File: config.mk
export PLATFORM = sky130hd
export DESIGN_NAME = fp_maxmin_reduce
export DESIGN_NICKNAME = d
export VERILOG_FILES = /design/src/rtl/fp_maxmin_reduce.sv
export SDC_FILE = /design/constraint.sdc
export NUM_CORES = 1
export LEC_CHECK = 0
export CAP_MARGIN = 5
export CORE_MARGIN = 2
export CORE_UTILIZATION = 52
export CTS_CLUSTER_SIZE = 25
export DETAILED_ROUTE_END_ITERATION = 7
export GPL_ROUTABILITY_DRIVEN = 1
export HOLD_SLACK_MARGIN = 0.06
export PLACE_DENSITY = 0.82
export RECOVER_POWER = 100
export SLEW_MARGIN = 10
export SYNTH_ARGS = -nofsm -noshare
export SYNTH_HDL_FRONTEND = slang
export SYNTH_SLANG_ARGS = --single-unit
File: constraint.sdc
create_clock -name clk -period 4.5 [get_ports clk]
set_input_delay 0.45 -clock clk [delete_from_list [all_inputs] [get_ports clk]]
set_output_delay 0.45 -clock clk [all_outputs]
set_load 0.005 [all_outputs]
File: src/rtl/fp_maxmin_reduce.sv
// Streaming FP max/min reduction: folds a valid/ready burst down to its
// max or min element, reporting the winner's index and a canonical-NaN flag.
// Exponent/mantissa widths are parameters so FP32/FP16/BF16 share one block.
module fp_maxmin_reduce #(
  parameter int EXP_W    = 8,
  parameter int MAN_W    = 23,
  parameter int IDX_W    = 16,
  parameter int NAN_MODE = 0,
  localparam int DW      = 1 + EXP_W + MAN_W
) (
  input  logic             clk,
  input  logic             rstn,
  input  logic             i_valid,
  output logic             o_ready,
  input  logic [DW-1:0]    i_data,
  input  logic             i_last,
  input  logic             i_is_max,
  output logic             o_res_valid,
  input  logic             i_res_ready,
  output logic [DW-1:0]    o_res,
  output logic [IDX_W-1:0] o_res_idx,
  output logic             o_res_nan
);

  typedef enum logic [1:0] {S_IDLE, S_ACC, S_DONE} state_e;

  localparam logic [IDX_W-1:0] IDX_MAX = '1;
  localparam logic [DW-1:0]    QNAN    = '1;

  state_e           state_q;
  logic [DW-1:0]    acc_q, acc_d;
  logic [IDX_W-1:0] idx_q, idx_d;   // index of the current winner
  logic [IDX_W-1:0] cnt_q;          // index of the last accepted beat
  logic [IDX_W-1:0] beat_idx;
  logic             nan_q, nan_d;   // mode 0: NaN seen; mode 1: acc holds NaN
  logic             mode_q;         // 1 = max
  logic             accept, first, is_max, in_nan, win;

  function automatic logic is_nan(input logic [DW-1:0] x);
    return (&x[DW-2 -: EXP_W]) && (|x[MAN_W-1:0]);
  endfunction

  // Sign-magnitude to monotonic unsigned key (-0 sorts just below +0).
  function automatic logic [DW-1:0] ord_key(input logic [DW-1:0] x);
    return x[DW-1] ? ~x : {1'b1, x[DW-2:0]};
  endfunction

  assign o_ready = (state_q != S_DONE);
  assign accept  = i_valid & o_ready;
  assign first   = (state_q == S_IDLE);

  // Per-beat fold: candidate accumulator/index/NaN state if this beat is taken.
  always_comb begin
    beat_idx = first ? '0 : ((cnt_q == IDX_MAX) ? cnt_q : cnt_q + 1'b1);
    is_max   = first ? i_is_max : mode_q;
    in_nan   = is_nan(i_data);
    win      = is_max ? (ord_key(i_data) > ord_key(acc_q))
                      : (ord_key(i_data) < ord_key(acc_q));
    acc_d    = acc_q;
    idx_d    = idx_q;
    nan_d    = nan_q;
    if (first) begin
      acc_d = i_data;
      idx_d = '0;
      nan_d = in_nan;
    end else if (NAN_MODE == 0) begin
      // Once a NaN is seen the result is fixed; only the first NaN's index sticks.
      if (!nan_q) begin
        if (in_nan) begin
          nan_d = 1'b1;
          idx_d = beat_idx;
        end else if (win) begin
          acc_d = i_data;
          idx_d = beat_idx;
        end
      end
    end else begin
      // NaN never wins; any number displaces a NaN accumulator.
      if (!in_nan && (nan_q || win)) begin
        acc_d = i_data;
        idx_d = beat_idx;
        nan_d = 1'b0;
      end
    end
  end

  // Control FSM with registered result outputs loaded on the final beat.
  always_ff @(posedge clk or negedge rstn) begin
    if (!rstn) begin
      state_q     <= S_IDLE;
      acc_q       <= '0;
      idx_q       <= '0;
      cnt_q       <= '0;
      nan_q       <= 1'b0;
      mode_q      <= 1'b0;
      o_res_valid <= 1'b0;
      o_res       <= '0;
      o_res_idx   <= '0;
      o_res_nan   <= 1'b0;
    end else begin
      if (accept) begin
        acc_q <= acc_d;
        idx_q <= idx_d;
        nan_q <= nan_d;
        cnt_q <= beat_idx;
        if (first) mode_q <= i_is_max;
        if (i_last) begin
          state_q     <= S_DONE;
          o_res_valid <= 1'b1;
          o_res       <= nan_d ? QNAN : acc_d;
          o_res_idx   <= idx_d;
          o_res_nan   <= nan_d;
        end else begin
          state_q <= S_ACC;
        end
      end else if (state_q == S_DONE && i_res_ready) begin
        state_q     <= S_IDLE;
        o_res_valid <= 1'b0;
      end
    end
  end

endmodule
# ---- After elaboration in Yosys (flattened, before gate mapping)
# Cells that the tools add are included.
dict set report totals {
  romBits 0
  latch_bits 0
  ramBits 0
  regBits 118
  input_bits 38
  word_cells 52
  n_memories 0
}
dict set report classes {
  eq_ne 4
  mul 0
  magnitude_cmp 2
  div 0
  n_addsub 1
  n_mux 24
  reduce_logical 8
  n_bitwise 3
  shifts 0
}
# cell n
set op_table {}
lappend op_table {{two-way mux 32 bit} 7}
lappend op_table {{two-way mux 16 bit} 6}
lappend op_table {{inverter 32 bit} 2}
lappend op_table {{> comparator 32 bit} 1}
lappend op_table {{< comparator 32 bit} 1}
lappend op_table {{OR reduction 23 bit} 1}
lappend op_table {{adder 16 x 1 -> 16 bit (second input constant)} 1}
lappend op_table {{== test 16 bit (second input constant)} 1}
lappend op_table {{two-way mux 1 bit} 8}
lappend op_table {{AND reduction 8 bit} 1}
lappend op_table {{two-way mux 2 bit} 3}
lappend op_table {{!= test 2 bit (second input constant)} 2}
lappend op_table {{AND reduction 2 bit} 2}
lappend op_table {{== test 2 bit (second input constant)} 1}
lappend op_table {{logical AND 1 bit} 2}
lappend op_table {{zero test 2 bit} 1}
lappend op_table {{nonzero test 2 bit} 1}
lappend op_table {{AND 1 bit} 1}

# ---- Depth between registers and ports, before layout
dict set report depth {
  depth_word 9
  mapped_depth 13
  ltp_nobuf 10
}

# ---- Least setup slack after synthesis
# Ideal clock, no wire load.
dict set report synth_timing {
  kind {input-to-reg}
  startpoint {in i_data[31]}
  endpoint {reg acc_q[10]}
  arrival_time_ps 3363
  setup_ps 125
  setup_slack_ps 1012
  required_ps 4375
  cell_stages 13
  cell_sequence {buf_4 clkbuf_1 xor2_1 ha_1 a21oi_2 o21ai_1 a311o_1 o31a_1 nor3_4 o21ai_2 a21oi_4 buf_6 mux2_4}
}
dict set report synth_between {
  elab_chain_len 8
  elab_cells_between_ends 9
  classes_between {2 x order compare; 6 x mux; 1 x bitwise}
}
# element line
set synth_lines {}
lappend synth_lines {{start: declaration} 15} ;# input logic [DW-1:0] i_data,
lappend synth_lines {{inverter 32 bit} 45} ;# return x[DW-1] ? ~x : {1'b1, x[DW-2:0]};
lappend synth_lines {{two-way mux 32 bit (*)} 45}
lappend synth_lines {{< comparator 32 bit or > comparator 32 bit (tied branches)} {58, 57}}
lappend synth_lines {{two-way mux 1 bit (*)} 57} ;# win = is_max ? (ord_key(i_data) > ord_key(acc_q))
lappend synth_lines {{two-way mux 32 bit (*)} 72} ;# end else if (win) begin
lappend synth_lines {{two-way mux 32 bit (*)} 69} ;# if (in_nan) begin
lappend synth_lines {{two-way mux 32 bit (*)} 68} ;# if (!nan_q) begin
lappend synth_lines {{two-way mux 32 bit (*)} 62} ;# if (first) begin
lappend synth_lines {{end signal: assignment} 91} ;# acc_q <= '0;
lappend synth_lines {{end signal: assignment} 102} ;# acc_q <= acc_d;
lappend synth_lines {{end: declaration} 31} ;# logic [DW-1:0] acc_q, acc_d;
# Mark *: on every way between the ends. The rest lies on a longest branch, timed or not.
# A chain may end at the register's enable or synchronous reset.

# ---- Worst setup path in the final report
dict set report layout_timing {
  startpoint {reg acc_q[31]}
  endpoint {reg idx_q[6]}
}
dict set report layout_between {
  elab_chain_len 8
  elab_cells_between_ends 9
  classes_between {2 x order compare; 6 x mux; 1 x bitwise}
}
# element line
set layout_lines {}
lappend layout_lines {{inverter 32 bit} 45}
lappend layout_lines {{two-way mux 32 bit (*)} 45}
lappend layout_lines {{< comparator 32 bit or > comparator 32 bit (tied branches)} {58, 57}}
lappend layout_lines {{two-way mux 1 bit (*)} 57}
lappend layout_lines {{two-way mux 16 bit (*)} 72}
lappend layout_lines {{two-way mux 16 bit (*)} 69}
lappend layout_lines {{two-way mux 16 bit (*)} 68}
lappend layout_lines {{two-way mux 16 bit (*)} 62}
lappend layout_lines {{end signal: assignment} 103} ;# idx_q <= idx_d;
lappend layout_lines {{end: declaration} 32} ;# logic [IDX_W-1:0] idx_q, idx_d;
# Marked as above.

==> reports/qor.yml <==
status:
  outcome: "complete, but fails checks"
  violations: "max-capacitance violations, max-slew violations"
clock_network:
  htree_levels: 4
  clkTransAtPathRegs_ns: 0.06
  cts_buffers: 17
  ctsLongestPathBuffers: 2
  cts_root_buf: "clkbuf_16"
  insertion_delay_ns: 0.41
  hold_buffers: 0
  postCtsSetupRepairBufs: 0
  clock-sinks: 118
  cts_resized: 0
  cts_tree: "built"
critical_path:
  worstSetupEndpointType: "flip-flop"
  max_stage_delay_ns: 0.90
  cp_slowest_cell: "o21ai_1"
  crit_fanout: 21
  cp_top_family: "compound AO/OA/AOI/OAI gates"
  required_ns: 4.85
  crit_arrival_ns: 4.16
  crit_path_start_kind: "flip-flop"
  critPathBufInv: 1
  path_class: "reg -> reg"
  crit_chain: "buf_4, xnor2_1, ha_1, a21oi_1, a21boi_0, a311o_1, o31a_1, o21ai_2, a31oi_4, o21ai_1, a22o_1"
  rrSetupSlack_ns: 0.69
drt:
  post-route-drc-count: 0
  vias: 5282
  wire_per_inst_um: 17.20
  drt_iter0_drc: 389
  firstDrtPassIters: 5
  wirelength_mm: 16.00
  viasPerCell: 5.680
  antenna_left: 0
logic_synthesis:
  synth_compound_area_share_pct: 12.60
  yosys.area.top_type_share_pct: 42.59
  synth_cells: 659
  synth_area_leaders: "dfrtp_1 43%, mux2i_1 6.6%, mux2_4 6.5%"
  synth_mux_area_share_pct: 13.63
  yosysTopAreaCell: "dfrtp_1"
  synth_cell_types: 53
  netlist_top_cells_count: "118 x dfrtp_1, 58 x nand2_1, 52 x a21oi_1"
  netlist_area_um2: 6933
  synth_xor_area_share_pct: 8.970
  synth_seq_cells: 118
  synth_nets: 730
  synthSimpleGateAreaFrac_pct: 12.85
  yosys.area_share.adder_pct: 5.956
  async_flop_share_pct: 100.0
  synth_edf_count: 0
  synth_top_family_by_area: "multiplexers"
  ys_warn_count: 0
  synth_ff_type: "dfrtp_1"
  syn_area_per_cell_um2: 10.52
  ys_seq_area_share_pct: 42.59
  yosysMostFrequentCell: "dfrtp_1"
placed_design:
  place_area_um2: 7915
  dp_hpwl_mm: 11.03
  gp_congestion: 0.8679
  numPortBuffers: 88
  dp_worst_setup_slack_ns: 0.6559
timing:
  post-route-period-util_pct: 84.67
  setup_viol: 0
  fin_tns_setup_ns: 0
  hold_viol: 0
  hold_ws_ns: 0.4671
  rsz0062_at_grt: "no"
  worst_pin_slew_ns: 2.035
  layout_setup_ws_ns: 0.6897
  drv_slew: 121
  min_period_ns: 3.810
  maxSlewHeadroom_pct: -35.66
  finalClockSkew_ns: 0.01091
  fmax_mhz: 262.4
finish:
  area_growth_pct: 21.04
  antenna_cells: 0
  drive_gt1_share_pct: 8.621
  fin_nets: 812
  stdcell_area_um2: 8392
power:
  power_switching_mw: 2.324
  power.density_nw_per_um2: 730.5
  intPower_mw: 3.807
  p_leak_nw: 3.664
  vdd_drop_max_mv: 0.3501
  p_clk_share_pct: 23.1
  combPwrFrac_pct: 47.8
  switching_share_pct: 37.91
  seqPwrFrac_pct: 29.1
  p_total_mw: 6.131
grt:
  grt_max_degree: 80
  grt_overflow: 0
  grt_pass1_wl_mm: 27.41
  grt_usage_pct: 23.81
  grt_pass1_vias: 5549
  antenna_found_initial: 0
floorplanning:
  core-area_um2: 13140
  ios: 89
  die_width_um: 119.5
  die_area_um2: 14270
  die_h_um: 119.5
  initial_utilization_pct: 52.77
  fp-row-count: 42
worst_hold_path:
  hp-class: "reg -> reg"
flow_run:
  max_cap_violations: 2
## cells in the final DEF (no fill, tap or decap), types with 3 or more instances in the layout
master,count
nand4_1,8
a21boi_0,3
a21oi_1,52
nand2b_1,5
clkbuf_1,4
mux2_2,3
inv_1,6
o22a_1,4
clkdlybuf4s50_1,34
nor4_1,5
nand3_1,18
bufinv_16,3
clkbuf_16,17
and2_1,3
mux2_1,27
xnor2_1,38
mux2i_1,46
xor2_1,33
and3_1,7
and4_1,4
dfrtp_1,118
a21o_1,5
nor3_1,4
a22o_1,20
nor2_1,49
nand2_1,58
mux2_4,3
o21ai_0,37
buf_4,6
and2_0,3
inv_6,7
ha_1,33
dlygate4sd3_1,52
## worst paths after layout
check                                             start                 endpoint  cells after the start
worst max-delay path              acc_q[31]$_DFFE_PN0P_     idx_q[6]$_DFFE_PN0P_                     11
worst min register to register  o_res_valid$_DFFE_PN0P_  o_res_valid$_DFFE_PN0P_                      2
worst min-delay path            o_res_valid$_DFFE_PN0P_  o_res_valid$_DFFE_PN0P_                      2
min in group asynchronous                          rstn    o_res_nan$_DFFE_PN0P_                      1
worst max register to register    acc_q[31]$_DFFE_PN0P_     idx_q[6]$_DFFE_PN0P_                     11
max in group asynchronous                          rstn     cnt_q[6]$_DFFE_PN0P_                      2
## routing by layer
metal / GRT usage (%) / vias up / wire (um)
li1: - / 2499 / -
met1: 31.02 / 2597 / 6975
met2: 38.39 / 152 / 7913
met3: 5.125 / 34 / 714
met4: 10.29 / 0 / 397
met5: 0 / - / 0
## cells by family after synthesis
kind of cell / count (synthesis)
buffers and inverters: 43
xor gates and xnor gates: 71
and+or+nand+nor: 179
muxes: 79
DFF: 118
adders and majority gates: 33
AOI/OAI and AO/OA: 136
## layout make-up
cell class	count	area, um^2
flip-flops and latches	118	2953
clock inverters	15	188.9
well taps	176	220.2
repair buffers	100	955.9
multi-input cells	498	3626
fillers	1050	4746
inverters	6	22.52
clock buffers	17	425.4
## sequential cells by signal (all words and copies together), names as in the netlist
signal	flops
o_res	32
o_res_valid	1
nan_q	1
idx_q	16
cnt_q	16
mode_q	1
acc_q	32
o_res_idx	16
o_res_nan	1
state_q	2
## through the flow
step | instances | utilization (%)
finish | 930 | 63.88
global route | 930 | 63.88
CTS | 930 | 64.92
detailed placement | 898 | 60.25
global placement | 898 | 60.25
floorplan | 659 | -
## worst register-to-register path: cells and delay by family, from the launching register on
| family | cells | cell delay, ns |
|---|---|---|
| AOI/OAI and AO/OA | 8 | 2.61 |
| xor gates and xnor gates | 1 | 0.13 |
| adders and majority gates | 1 | 0.32 |
| buffers and inverters | 1 | 0.34 |
| DFF | 1 | 0.35 |
## power by group through the flow
| stage | Clock [mW] | Combinational (mW) | Sequential (mW) |
|---|---|---|---|
| after floorplan | 0 | 2.34 | 1.74 |
| after global placement | 0 | 3.00 | 1.78 |
| after detailed placement | 0 | 3.14 | 1.81 |
| after CTS | 1.43 | 3.19 | 1.80 |
| after global routing | 1.48 | 3.23 | 1.84 |
| final | 1.42 | 2.93 | 1.78 |
(Power assumes the default switching activity.)
